===== config.mk =====
export PLATFORM = sky130hd
export DESIGN_NAME = rp_hdr_seq
export DESIGN_NICKNAME = d
export VERILOG_FILES = /design/src/rtl/rp_hdr_seq.sv
export SDC_FILE = /design/constraint.sdc
export NUM_CORES = 1
export LEC_CHECK = 0
export ABC_AREA = 1
export BUFFER_PORTS_ARGS = -buffer_cell sky130_fd_sc_hd__buf_2
export CORE_ASPECT_RATIO = 1.4
export CORE_MARGIN = 2
export CORE_UTILIZATION = 55
export DETAILED_ROUTE_END_ITERATION = 7
export MAX_ROUTING_LAYER = met4
export PLACE_DENSITY = 0.89
export RECOVER_POWER = 100
export SYNTH_ARGS = -nofsm -noshare
export SYNTH_HDL_FRONTEND = slang
export SYNTH_SLANG_ARGS = --single-unit

===== constraint.sdc =====
create_clock -name clk -period 4.2 [get_ports clk]
set_input_delay 0.21 -clock clk [delete_from_list [all_inputs] [get_ports clk]]
set_output_delay 0.21 -clock clk [all_outputs]
set_load 0.02 [all_outputs]

===== src/rtl/rp_hdr_seq.sv =====
// rp_hdr_seq: sector-header sequencer for the RPxx header CRC block.
// Write mode serializes {hdr0,hdr1} MSB-first, then shifts out the CRC.
// Read mode captures 32 header bits plus 16 CRC bits, then checks the
// CRC remainder and compares the captured header with the expected one.
module rp_hdr_seq #(
  parameter int unsigned HDRBITS = 32,
  parameter int unsigned CRCBITS = 16
) (
  input  logic               clk,
  input  logic               rst,
  input  logic               clken,
  input  logic               start,
  input  logic               mode,
  input  logic               abort,
  input  logic [15:0]        hdr0,
  input  logic [15:0]        hdr1,
  input  logic               rd_bit,
  input  logic [CRCBITS-1:0] hcrc_crc,
  output logic [1:0]         hcrc_op,
  output logic               hcrc_in,
  output logic               wr_bit,
  output logic               busy,
  output logic               done,
  output logic               crc_err,
  output logic               hdr_err,
  output logic [15:0]        rd_hdr0,
  output logic [15:0]        rd_hdr1
);

  localparam int unsigned CNTW  = 6;
  localparam int unsigned WORDW = 16;

  localparam logic [1:0] OP_RST  = 2'b00;
  localparam logic [1:0] OP_IN   = 2'b01;
  localparam logic [1:0] OP_OUT  = 2'b10;
  localparam logic [1:0] OP_IDLE = 2'b11;

  typedef enum logic [2:0] {
    S_IDLE = 3'd0,
    S_CLR  = 3'd1,
    S_HDR  = 3'd2,
    S_CRC  = 3'd3,
    S_FIN  = 3'd4
  } state_t;

  state_t             state_q, state_d;
  logic [CNTW-1:0]    cnt_q, cnt_d;
  logic [HDRBITS-1:0] sreg_q, sreg_d;
  logic [HDRBITS-1:0] exp_q, exp_d;
  logic [HDRBITS-1:0] rd_hdr_q, rd_hdr_d;
  logic               mode_q, mode_d;
  logic               crc_err_q, crc_err_d;
  logic               hdr_err_q, hdr_err_d;

  // State and datapath registers with synchronous active-low reset.
  always_ff @(posedge clk) begin
    if (!rst) begin
      state_q   <= S_IDLE;
      cnt_q     <= '0;
      sreg_q    <= '0;
      exp_q     <= '0;
      rd_hdr_q  <= '0;
      mode_q    <= 1'b0;
      crc_err_q <= 1'b0;
      hdr_err_q <= 1'b0;
    end else begin
      state_q   <= state_d;
      cnt_q     <= cnt_d;
      sreg_q    <= sreg_d;
      exp_q     <= exp_d;
      rd_hdr_q  <= rd_hdr_d;
      mode_q    <= mode_d;
      crc_err_q <= crc_err_d;
      hdr_err_q <= hdr_err_d;
    end
  end

  // Next state and datapath updates; abort drops to IDLE holding everything else.
  always_comb begin
    state_d   = state_q;
    cnt_d     = cnt_q;
    sreg_d    = sreg_q;
    exp_d     = exp_q;
    rd_hdr_d  = rd_hdr_q;
    mode_d    = mode_q;
    crc_err_d = crc_err_q;
    hdr_err_d = hdr_err_q;
    if (abort) begin
      state_d = S_IDLE;
    end else begin
      case (state_q)
        S_IDLE: begin
          if (start) begin
            state_d   = S_CLR;
            mode_d    = mode;
            sreg_d    = HDRBITS'({hdr0, hdr1});
            exp_d     = HDRBITS'({hdr0, hdr1});
            cnt_d     = '0;
            crc_err_d = 1'b0;
            hdr_err_d = 1'b0;
          end
        end
        S_CLR: begin
          if (clken) begin
            state_d = S_HDR;
            cnt_d   = '0;
          end
        end
        S_HDR: begin
          if (clken) begin
            sreg_d = {sreg_q[HDRBITS-2:0], (mode_q ? 1'b0 : rd_bit)};
            if (cnt_q == CNTW'(HDRBITS - 1)) begin
              state_d = S_CRC;
              cnt_d   = '0;
            end else begin
              cnt_d = cnt_q + CNTW'(1);
            end
          end
        end
        S_CRC: begin
          if (clken) begin
            if (cnt_q == CNTW'(CRCBITS - 1)) begin
              state_d = S_FIN;
            end else begin
              cnt_d = cnt_q + CNTW'(1);
            end
          end
        end
        S_FIN: begin
          state_d = S_IDLE;
          if (!mode_q) begin
            crc_err_d = (hcrc_crc != '0);
            rd_hdr_d  = sreg_q;
            hdr_err_d = (sreg_q != exp_q);
          end
        end
        default: state_d = S_IDLE;
      endcase
    end
  end

  // CRC block controls and serial outputs decoded from state, shifter and mode.
  always_comb begin
    hcrc_op = OP_IDLE;
    hcrc_in = 1'b0;
    wr_bit  = 1'b0;
    busy    = (state_q != S_IDLE);
    done    = 1'b0;
    case (state_q)
      S_CLR: hcrc_op = OP_RST;
      S_HDR: begin
        hcrc_op = OP_IN;
        hcrc_in = mode_q ? sreg_q[HDRBITS-1] : rd_bit;
        wr_bit  = mode_q & sreg_q[HDRBITS-1];
      end
      S_CRC: begin
        hcrc_op = mode_q ? OP_OUT : OP_IN;
        hcrc_in = mode_q ? 1'b0 : rd_bit;
        wr_bit  = mode_q & hcrc_crc[CRCBITS-1];
      end
      S_FIN: done = !abort;
      default: ;
    endcase
  end

  assign crc_err = crc_err_q;
  assign hdr_err = hdr_err_q;
  assign rd_hdr0 = rd_hdr_q[HDRBITS-1 -: WORDW];
  assign rd_hdr1 = rd_hdr_q[WORDW-1:0];

endmodule

# == Word level (Yosys, flattened, before mapping) ==
# Index checks and enable logic that the tools add are counted.
# Widths: inputs -> output; s select.
# op_classes
addsub,1
n_eq_ne,15
muxes,29
n_bitwise,5
reduce_logical,14
# ops
operator,n
$mux 32,2
$pmux 32 s2,1
$mux 6,6
$ne 32x32->1,1
$pmux 6 s4,1
$mux 3,6
$ne 2x2->1 const B,8
$reduce_bool 16->1,1
$pmux 3 s4,1
$pmux 1 s2,4
$reduce_and 4->1,2
$reduce_and 7->1,1
$add 6x1->6 const B,1
$eq 3x2->1 const B,2
$eq 6x4->1 const B,1
$eq 6x5->1 const B,1
$mux 1,6
$pmux 2 s3,1
$reduce_and 3->1,2
$reduce_and 6->1,1
$reduce_bool 2->1,2
$reduce_bool 4->1,1
$eq 3x1->1 const B,1
$eq 3x3->1 const B,1
other kinds (7),10
# word_totals
regBits,108
inputBits,55
out_inout_bits,40
word_cells,72

# == Depth between registers and ports, before layout ==
# Gate-level depths: netlist of the first run.
# logic_depth
word_depth,4
depth_mapped,12
ltp_nobuf,12

# == Worst setup path before layout of the first run ==
# No wires, ideal clock.
# synth_path
path_kind,reg-to-output
from,register state_q[2]
to,output wr_bit
arrival_time_ns,1.964
required_ns,3.990
path_slack_ns,2.026
path_stages_with_launch,7
n_path_buf,1
path_cell_list,dfxtp_1 > nor2_2 > nand2_2 > buf_6 > nand2_1 > inv_1 > a2111oi_0
# synth_between
elab_chain_cells,2
word_cells_on_any_way,3
cone_classes,2 x eq/ne; 1 x mux
# synth_rtl
element,line,source
"start, declared",46,"state_t state_q, state_d;"
"start signal, assigned",67,state_q <= state_d;
$eq 3x2->1,149,case (state_q)
$pmux 1 s2 *,149,
"end, declared",21,"output logic wr_bit,"
# Every way passes the cells marked *; elsewhere a longest branch is shown, timed or not.

# == Worst setup path after layout of the first run ==
# layout_path
from,register state_q[1]
to,register exp_q[19]
# layout_between
elab_chain_cells,2
# layout_rtl
element,line,source
$logic_not 3->1,91,case (state_q)
$reduce_and 3->1 (no line),-,
"end signal, assigned",70,exp_q <= exp_d;
"end, declared",49,"logic [HDRBITS-1:0] exp_q, exp_d;"
# No other way between the ends.
# A chain may end at the register's enable or synchronous reset.

==> summary.txt, run 1 <==
Status
  – Status: finished, violations left
  – Failing checks: max-capacitance violations, max-slew violations

Route
  – TritonRoute pass-1 iters: 5
  – Routed Antenna Nets: 0
  – 1st-iter DRT viols: 310
  – Avg Vias per Cell: between 5 and 6
  – WL/cell: around 13 um
  – Drt drc: 0
  – DR vias: around 4.4k
  – Final WL: about 11 mm

Setup path
  – CP Max Fanout: just over 40
  – Crit path launch type: register
  – CP Data Required Time: 4420 ps
  – WS Path Type: reg2reg
  – Worst setup EP type: register
  – CP arrival: roughly 3400 ps

CTS
  – # H-tree levels: 3
  – Post-CTS Setup Repair Bufs: 0
  – CTS max path bufs: 2
  – Reg clk slew, reported paths: around 70 ps
  – Worst-Skew Late Latency: between 300 and 400 ps
  – PostCTS Resize Cnt: 0
  – Clock Root Buffer: clkbuf_16
  – Clock Sinks: 108
  – CTS buffer count: 9
  – Post-CTS Hold Fix Bufs: 0
  – CTS tree: yes

Synthesis
  – Compound-Gate Fraction of Synth Area: between 20% and 30%
  – Asr flop ratio synth: 0%
  – Synth Area in Simple Gates: approximately 17%
  – Post-Synthesis Cells: 650
  – Mux contribution to synthesized area: 0%
  – Synth Area in XOR/XNOR: 4.53%
  – Main combinational cell family by area after synthesis: compound AO/OA/AOI/OAI gates
  – Post-synthesis sequential area ratio: ~45%
  – Post-synth EDFFs: 0
  – Adder-cell share of the synthesized area: 0.259%
  – Synthesized Nets: 706
  – Most frequent cell after synthesis: o21ai_0
  – Netlist cell types: 29
  – Yosys top cell by area: dfxtp_1
  – Synth area leaders: dfxtp_1, o21ai_0, a21oi_1
  – Top_reg_cell synth: dfxtp_1
  – #FFs+latches synth: between 100 and 150
  – Synth warnings: 0
  – Cell Area, Synth: ~4800 um^2
  – Leading post-synthesis cells by instance count: o21ai_0, dfxtp_1, nand2_1
  – Top cell type's share of synthesized area: ~45%
  – Syn Area/Cell: around 7.4 um^2

Floorplanning
  – Core Region: between 8000 and 9000 um^2
  – Placement row count: 40
  – Chip height: 115 um
  – Initial Util: a little under three fifths
  – I/O pin count: 95
  – Die width: about 83 um
  – Die area: ~9600 um^2

Power
  – Switching pwr: between 0.0006 and 0.0007 W
  – Power Internal: about 0.0017 W
  – Sequential share of power: a little under half
  – Power Dens Cells: roughly 430 nW/um^2
  – Gate power share: between 10% and 20%
  – Net Sw Frac: a little over a quarter
  – VDD IR max: between 0.3 and 0.4 mV
  – Clock network fraction of design power: 38.1%
  – Leakage power: roughly 2.3 nW

STA
  – Fmax: about 310 MHz
  – Max-slew violations: 67
  – Slew headroom: -19.7%
  – Setup tns final: 0 ps
  – Setup Skew: approximately 8.0 ps
  – Setup Viol. Count Final: 0
  – RSZ-0062 raised after global routing: false
  – Final min period: between 3000 and 4000 ps
  – Final Cycle Share: between 70% and 80%
  – Hold Violations, Final: 0
  – Worst-margin pin slew: 1790 ps

Placement
  – Final Wtd Congestion: roughly 0.86
  – Placement Cell Area: between 5000 and 6000 um^2
  – DP Cell Count: between 800 and 900
  – I/O Buffers: 94
  – Post-detail-place hpwl: 7.47 mm

Run
  – Max Cap Viol: 2

GRT
  – Initial antenna violation count: 0
  – Vias in the first global route: about 4.1k
  – GRT Total Usage: between 20% and 30%
  – Largest net degree at the start of global routing: between 60 and 70
  – First-pass GRT wire length: ~18 mm
  – GRT overflow: 0

Cells and area
  – Design Area, Final: about 5500 um^2
  – Layout net count: about 780
  – Ratio of cells with drive above 1 in the final layout: 12.2%
  – Antenna fix cells: 0
  – Finished Layout Cells: ~830
  – Area growth, synth to finish: 13.0%

Worst hold path
  – Worst min path class: in2reg
## routing by layer
| metal | wire [um] | GRT usage, % |
|---|---|---|
| met1 | 4660 | 27.0 |
| met2 | 5750 | 42.8 |
| met3 | 504 | 4.67 |
| met4 | 235 | 9.18 |
| met5 | 0 | - |
## worst paths after layout
kind	to	slack (ps)	startpoint	depth (start not counted)
worst max register to register	exp_q[19]	1020	state_q[1]	8
worst min register to register	crc_err	460	crc_err	2
worst max-delay path	exp_q[19]	1020	state_q[1]	8
worst min-delay path	exp_q[20]	100	hdr0[4]	3
## critical path, cell delays in order, from the launching register on
cell and delay, ps:
dfxtp_1 360, inv_1 160, nand2_1 130, nor2_4 110
inv_1 70, nor3_2 1100, inv_2 660, o21ai_0 370
a21oi_1 70
## power groups by stage
| stage | Sequential [W] | Combinational, W | Clock, W |
|---|---|---|---|
| 3_5_place_dp | 0.00115 | 0.000329 | 0 |
| 6_report | 0.00112 | 0.000327 | 0.000895 |
| 5_1_grt | 0.00113 | 0.000373 | 0.000946 |
| 4_1_cts | 0.00112 | 0.000334 | 0.000902 |
| 3_3_place_gp | 0.00114 | 0.000316 | 0 |
| 2_1_floorplan | 0.00114 | 0.000256 | 0 |
## cells in the final DEF (no fill, tap or decap), types with 2 or more instances in the layout
master | netlist | final
nand3_1 | 7 | 7
nor4_1 | 4 | 4
inv_1 | 56 | 60
o21ai_1 | 20 | 3
xnor2_1 | 25 | 25
nor3_1 | 3 | 4
clkbuf_16 | 0 | 9
clkinvlp_4 | 0 | 4
a21oi_2 | 7 | 6
nor2_1 | 75 | 76
o21ai_0 | 114 | 131
dfxtp_1 | 108 | 108
buf_4 | 3 | 2
clkbuf_1 | 12 | 39
buf_2 | 14 | 55
nand4_1 | 2 | 2
nand2_1 | 95 | 96
nand2_2 | 5 | 4
bufinv_16 | 0 | 2
inv_2 | 6 | 2
a21oi_1 | 74 | 75
## metrics by stage
stage	hold WS [ps]	utilization [%]	power (W)	setup WS [ps]
floorplan	345	-	0.00139	2030
global placement	453	61.0	0.00146	1880
detailed placement	453	61.0	0.00148	1720
CTS	101	64.7	0.00236	1430
global route	110	63.8	0.00245	694
finish	102	63.8	0.00235	1020
## kinds of logic after synthesis
logic type | Yosys count
buf+inv | 99
simple gates | 197
fa+ha+maj | 1
compound gates | 220
flops | 108
xor+xnor | 25
## state kept, by name, indices dropped and copies added (netlist names)
| name | flops |
|---|---|
| mode_q | 1 |
| exp_q | 32 |
| crc_err | 1 |
| state_q | 3 |
| cnt_q | 6 |
| hdr_err | 1 |
| rd_hdr_q | 32 |
| sreg_q | 32 |
## area by class of cell
| cell class | count | area [um^2] |
|---|---|---|
| clock buffer | 9 | 225 |
| clock inverter | 6 | 90.1 |
| fill | 727 | 3100 |
| inverter | 62 | 233 |
| multi-input combinational | 443 | 2180 |
| sequential | 108 | 2160 |
| tap | 105 | 131 |
| timing repair buffer | 96 | 437 |
No activity file was read; power rests on OpenSTA's default activity.
==> inputs of run 2 (changes only) <==
--- a/config.mk
+++ b/config.mk
@@ -9,10 +9,10 @@
 export BUFFER_PORTS_ARGS = -buffer_cell sky130_fd_sc_hd__buf_2
 export CORE_ASPECT_RATIO = 1.4
 export CORE_MARGIN = 2
-export CORE_UTILIZATION = 55
+export CORE_UTILIZATION = 50
 export DETAILED_ROUTE_END_ITERATION = 7
 export MAX_ROUTING_LAYER = met4
-export PLACE_DENSITY = 0.89
+export PLACE_DENSITY = 0.85
 export RECOVER_POWER = 100
 export SYNTH_ARGS = -nofsm -noshare
 export SYNTH_HDL_FRONTEND = slang
==> constraint.sdc (replaced) <==
create_clock -name clk -period 2.7 [get_ports clk]
set_input_delay 0.135 -clock clk [delete_from_list [all_inputs] [get_ports clk]]
set_output_delay 0.135 -clock clk [all_outputs]
set_load 0.02 [all_outputs]
==> run 2 against run 1 <==
Net effect: the flow finishes with violations (max-capacitance violations); setup slack got worse by 710 ps; global-route usage fell by 0.90 points; cell count rose by 1.2%; flip-flop and latch count did not move; register-to-register slack got worse by 710 ps; routed wire length rose by 6.0%; cell area rose by 0.14%; combinational power rose by 60%; clock skew fell by 3.4 ps; critical path depth fell by 3.
==> summary.txt, run 2 (synthesized netlist as in run 1, its figures left out) <==
Route
  – Avg Vias per Cell: 5.38
  – WL/cell: between 10 and 15 um
  – Drt drc: 0
  – Routed Antenna Nets: 0
  – 1st-iter DRT viols: 365
  – TritonRoute pass-1 iters: 5
  – DR vias: roughly 4.5k
  – Final WL: roughly 12 mm

Placement
  – Final Wtd Congestion: 0.882
  – Post-detail-place hpwl: between 8 and 9 mm
  – I/O Buffers: 94
  – Placement Cell Area: about 5300 um^2

Setup path
  – CP Max Fanout: 37
  – Max incr delay on CP: roughly 1200 ps
  – CP Data Required Time: between 2000 and 3000 ps
  – WS Path Type: reg2reg
  – CP arrival: approximately 2700 ps
  – Worst setup EP type: register
  – Cell Chain, Critical Path: inv_1, o211ai_2, buf_4, o21ai_0, a21oi_1
  – Slowest cell on the critical path: o211ai_2
  – Crit path launch type: register

GRT
  – Largest net degree at the start of global routing: between 50 and 60
  – Met1 usage: 27.6%
  – Vias in the first global route: roughly 4.4k
  – GRT overflow: 0
  – GRT Total Usage: roughly a quarter
  – Met2 Resource Use GR: about two fifths
  – First-pass GRT wire length: around 19 mm
  – Initial antenna violation count: 0
  – GR Util met3: about 3.9%
  – Global route hottest layer: met2

Worst hold path
  – Worst min path class: in2reg

Cells and area
  – Multi-input gate area: between 2000 and 2500 um^2
  – Reg area: approximately 2200 um^2
  – Design Area, Final: ~5500 um^2
  – Area growth, synth to finish: 13.2%
  – Layout net count: 781
  – FILL cells: a little under 900
  – Final Util: 58.1%
  – Largest registers: exp_q (32), rd_hdr_q (32), sreg_q (32)
  – Most frequent cells in the layout: o21ai_0, dfxtp_1, nand2_1, nor2_1, a21oi_1
  – Antenna fix cells: 0
  – Most common cell after layout, fill and taps aside: o21ai_0
  – Ratio of cells with drive above 1 in the final layout: between 10% and 20%

Status
  – Status: finished, violations left
  – Failing checks: max-capacitance violations

Floorplanning
  – Placement row count: 42
  – Core Region: 9410 um^2
  – I/O pin count: 95
  – Die width: roughly 87 um
  – Chip height: 120 um
  – Initial Util: about half
  – Die area: about 10000 um^2

STA
  – Setup tns final: 0 ps
  – Max-slew violations: 0
  – Slew headroom: 0.615%
  – Setup Skew: about 4.6 ps
  – Setup Viol. Count Final: 0
  – Hold Violations, Final: 0
  – RSZ-0062 raised after global routing: false
  – Fmax: approximately 420 MHz
  – Final min period: approximately 2400 ps
  – Final Cycle Share: between 80% and 90%
  – Worst-margin pin slew: roughly 1500 ps

CTS
  – CTS tree: yes
  – PostCTS Resize Cnt: 0
  – Clock Sinks: approximately 110
  – Post-CTS Setup Repair Bufs: 0
  – CTS buffer count: 9
  – Reg clk slew, reported paths: approximately 70 ps
  – # H-tree levels: 3
  – Clock Root Buffer: clkbuf_16
  – CTS max path bufs: 2
  – Worst-Skew Late Latency: between 300 and 400 ps
  – Post-CTS Hold Fix Bufs: 0

Run
  – Max Cap Viol: 1

Power
  – VDD IR max: roughly 0.36 mV
  – Power Dens Cells: about 650 nW/um^2
  – Leakage power: ~2.3 nW
[run 2: through the flow]
stage	setup WS, ps	cells	hold slack [ps]	power, W
2_1_floorplan	601	650	270	0.00217
3_3_place_gp	811	824	378	0.00229
3_5_place_dp	710	824	390	0.00231
4_1_cts	432	839	31.4	0.00358
5_1_grt	80.4	839	37.2	0.00372
6_report	308	839	35.0	0.00356
[run 2: power breakdown]
part	total (W)	switching (W)	internal (W)	leakage, nW
Combinational	0.000524	0.000330	0.000194	1.30
Sequential	0.00175	0.0000601	0.00169	0.883
Clock	0.00129	0.000551	0.000739	0.140
[run 2: critical path, delay by kind of cell (launching register included)]
family | cells | cell delay, ps
AOI/OAI and AO/OA | 3 | 1440
buffers and inverters | 2 | 480
DFF | 1 | 400
[run 2: path summary, 6_finish.rpt]
kind,from,end,slack [ps],cells past startpoint
hold reg to reg,exp_q[18],exp_q[18],480,2
setup / recovery,state_q[1],sreg_q[10],310,5
setup reg to reg,state_q[1],sreg_q[10],310,5
hold / removal,hdr0[7],exp_q[23],30,3
[run 2: per-layer routing]
layer / vias to the layer above / part of all wire (%) / routed length [um]
met5: - / 0 / 0
li1: 2267 / - / -
met3: 25 / 5.4 / 639
met1: 2073 / 43 / 5100
met4: 0 / 2.0 / 238
met2: 150 / 49 / 5850
[run 2: final cells by class]
class                           count  area share (%)
Sequential cell                   108            39.6
Multi-Input combinational cell    443            39.5
Timing Repair Buffer              101            8.93
Clock buffer                       13            4.58
Inverter                           62            4.26
Tap cell                          110            2.52
Clock inverter                      2           0.641
==> inputs of run 3 (changes only) <==
--- a/config.mk
+++ b/config.mk
@@ -6,13 +6,14 @@
 export NUM_CORES = 1
 export LEC_CHECK = 0
 export ABC_AREA = 1
-export BUFFER_PORTS_ARGS = -buffer_cell sky130_fd_sc_hd__buf_2
 export CORE_ASPECT_RATIO = 1.4
 export CORE_MARGIN = 2
-export CORE_UTILIZATION = 50
+export CORE_UTILIZATION = 55
 export DETAILED_ROUTE_END_ITERATION = 7
+export DONT_BUFFER_PORTS = 1
+export HOLD_SLACK_MARGIN = 0.03
 export MAX_ROUTING_LAYER = met4
-export PLACE_DENSITY = 0.85
+export PLACE_DENSITY = 0.82
 export RECOVER_POWER = 100
 export SYNTH_ARGS = -nofsm -noshare
 export SYNTH_HDL_FRONTEND = slang
==> run 3 against run 2 <==
Net effect: the flow now finishes without violations; flip-flop and latch count stayed put; clock power is 4% higher; clock skew grew 2.9 ps; non-clock buffer count shrank 58; core utilization is 5.5 points higher; critical path depth is 1 higher; register-to-register slack is essentially flat; cell area is 0.41% lower; maximum frequency shrank 1.2%; critical endpoint is now wr_bit.
==> summary.txt, run 3 (synthesized netlist as in run 1, its figures left out) <==
Status
  – Status: completed

Cells and area
  – Ratio of cells with drive above 1 in the final layout: under 10%
  – Largest registers: exp_q (32), rd_hdr_q (32), sreg_q (32)
  – Antenna fix cells: 0
  – FILL cells: between 700 and 800
  – Design Area, Final: 5440 um^2
  – Most frequent cells in the layout: o21ai_0, dfxtp_1, nand2_1, nor2_1, a21oi_1
  – Layout net count: a little over 700
  – Most common cell after layout, fill and taps aside: o21ai_0
  – Area growth, synth to finish: 12.7%

Placement
  – Placement Cell Area: between 4000 and 5000 um^2
  – Final Wtd Congestion: about 0.96
  – I/O Buffers: 0
  – Post-detail-place hpwl: between 7 and 8 mm

Floorplanning
  – Initial Util: between 50% and 60%
  – Die area: 9560 um^2
  – Chip height: between 100 and 150 um
  – Core Region: roughly 8600 um^2
  – I/O pin count: 95
  – Placement row count: 40
  – Die width: roughly 83 um

Worst hold path
  – Worst min path class: in2reg

STA
  – Hold Violations, Final: 0
  – Final min period: 2420 ps
  – Final Cycle Share: 89.7%
  – Setup Viol. Count Final: 0
  – Setup tns final: 0 ps
  – RSZ-0062 raised after global routing: false
  – Worst-margin pin slew: 757 ps
  – Slew headroom: around half
  – Fmax: 413 MHz
  – Setup Skew: about 7.5 ps
  – Max-slew violations: 0

Power
  – VDD IR max: around 0.47 mV
  – Power Dens Cells: 661 nW/um^2
  – Leakage power: roughly 2.2 nW

CTS
  – CTS max path bufs: 2
  – Worst-Skew Late Latency: ~340 ps
  – PostCTS Resize Cnt: 0
  – Clock Sinks: 108
  – CTS buffer count: 9
  – Clock Root Buffer: clkbuf_16
  – Reg clk slew, reported paths: 70 ps
  – # H-tree levels: 3
  – CTS tree: yes

Setup path
  – Cells on worst reg2reg path: 9
  – Reg-to-Reg Start: state_q[1]
  – R2r endpoint: exp_q[28]
  – Setup crit end: wr_bit
  – Delay-heaviest family, CP: simple AND/OR/NAND/NOR gates
  – Crit path launch type: register
  – CP Data Required Time: ~2600 ps
  – CP startpoint: state_q[2]
  – Reg2reg setup slack: ~320 ps
  – CP Max Fanout: 36
  – CP arrival: about 2300 ps
  – WP buf/inv: 2
  – Worst setup EP type: primary output
  – Cell Chain, Critical Path: nor2_1, nand2_2, nand2_1, inv_1, a2111oi_0, clkbuf_2
  – Slowest cell on the critical path: nand2_2
  – Cell depth of the worst setup path: 6
  – WS Path Type: reg2out
  – Max incr delay on CP: 430 ps

Route
  – TritonRoute pass-1 iters: 5
  – Drt drc: 0
  – DR vias: 4365
  – Routed Antenna Nets: 0
  – WL/cell: roughly 15 um
  – 1st-iter DRT viols: approximately 390
  – Avg Vias per Cell: 5.63
  – Final WL: roughly 12 mm

GRT
  – GRT overflow: 0
  – Initial antenna violation count: 0
  – GRT Total Usage: between 20% and 30%
  – First-pass GRT wire length: between 15 and 20 mm
  – Vias in the first global route: between 4k and 5k
  – Largest net degree at the start of global routing: between 90 and 100

Run
  – Max Cap Viol: 0
[run 3: cell count changes in the layout (fill, tap and decap cells not counted), moves of 2 or more]
cell and delta:
dlygate4sd3_1 +36, clkbuf_1 -38, buf_4 -4, clkbuf_8 +2, buf_2 -55
[run 3: where the power goes]
group / internal (W) / leakage [nW] / switching, W
Clock: 0.000791 / 0.149 / 0.000547
Sequential: 0.00169 / 0.883 / 0.0000600
Combinational: 0.000201 / 1.20 / 0.000313
Total: 0.00268 / 2.23 / 0.000920
[run 3: metrics by stage]
stage / setup slack (ps) / instances / total power [W] / utilization [%] / hold slack (ps)
floorplan: 601 / 650 / 0.00217 / - / 270
global placement: 783 / 724 / 0.00221 / 56.0 / 273
detailed placement: 724 / 724 / 0.00223 / 56.0 / 278
global route: 119 / 776 / 0.00375 / 63.6 / 79.4
finish: 279 / 776 / 0.00360 / 63.6 / 49.5
CTS: 390 / 776 / 0.00362 / 64.0 / 48.5
[run 3: layout make-up]
| type | count | area, um^2 | share of cell area (%) |
|---|---|---|---|
| Clock buffer | 14 | 274 | 5.03 |
| Sequential cell | 108 | 2160 | 39.7 |
| Multi-Input combinational cell | 443 | 2180 | 40.0 |
| Tap cell | 105 | 131 | 2.41 |
| Inverter | 62 | 233 | 4.27 |
| Clock inverter | 1 | 30.0 | 0.552 |
| Timing Repair Buffer | 43 | 437 | 8.02 |
[run 3: per-layer routing]
metal	vias to the layer above	share of wire (%)	global-route usage [%]
met1	2024	42	29.1
met2	151	51	43.7
met3	26	5.2	4.09
met5	-	0	-
met4	0	2.4	10.7
li1	2164	-	-
[run 3: worst min-delay path by stage]
stage | from | end | slack, ps | depth (start not counted)
floorplan | hdr1[10] | exp_q[10] | 270 | 2
global placement | hdr0[1] | exp_q[17] | 270 | 2
detailed placement | hdr1[13] | exp_q[13] | 280 | 2
CTS | rst | cnt_q[0] | 50 | 2
global route | rst | cnt_q[5] | 80 | 2
finish | rst | cnt_q[0] | 50 | 2
[run 3: repair_timing]
action / 4_1_cts / 5_1_grt
hold endpoints to repair: 103 / 0
hold buffers: 37 / 0
buffers inserted: 0 / 0
endpoints found under the setup margin: 0 / 0
[run 3: worst register-to-register path, cell delays in order (launching register included)]
cell           delay [ps]
dfxtp_1               400
inv_1                 120
nand2_2                90
nor2_1                 50
inv_1                 210
nor3_4                 70
inv_2                 550
nor2_1                110
nor2_1                150
dlygate4sd3_1         570
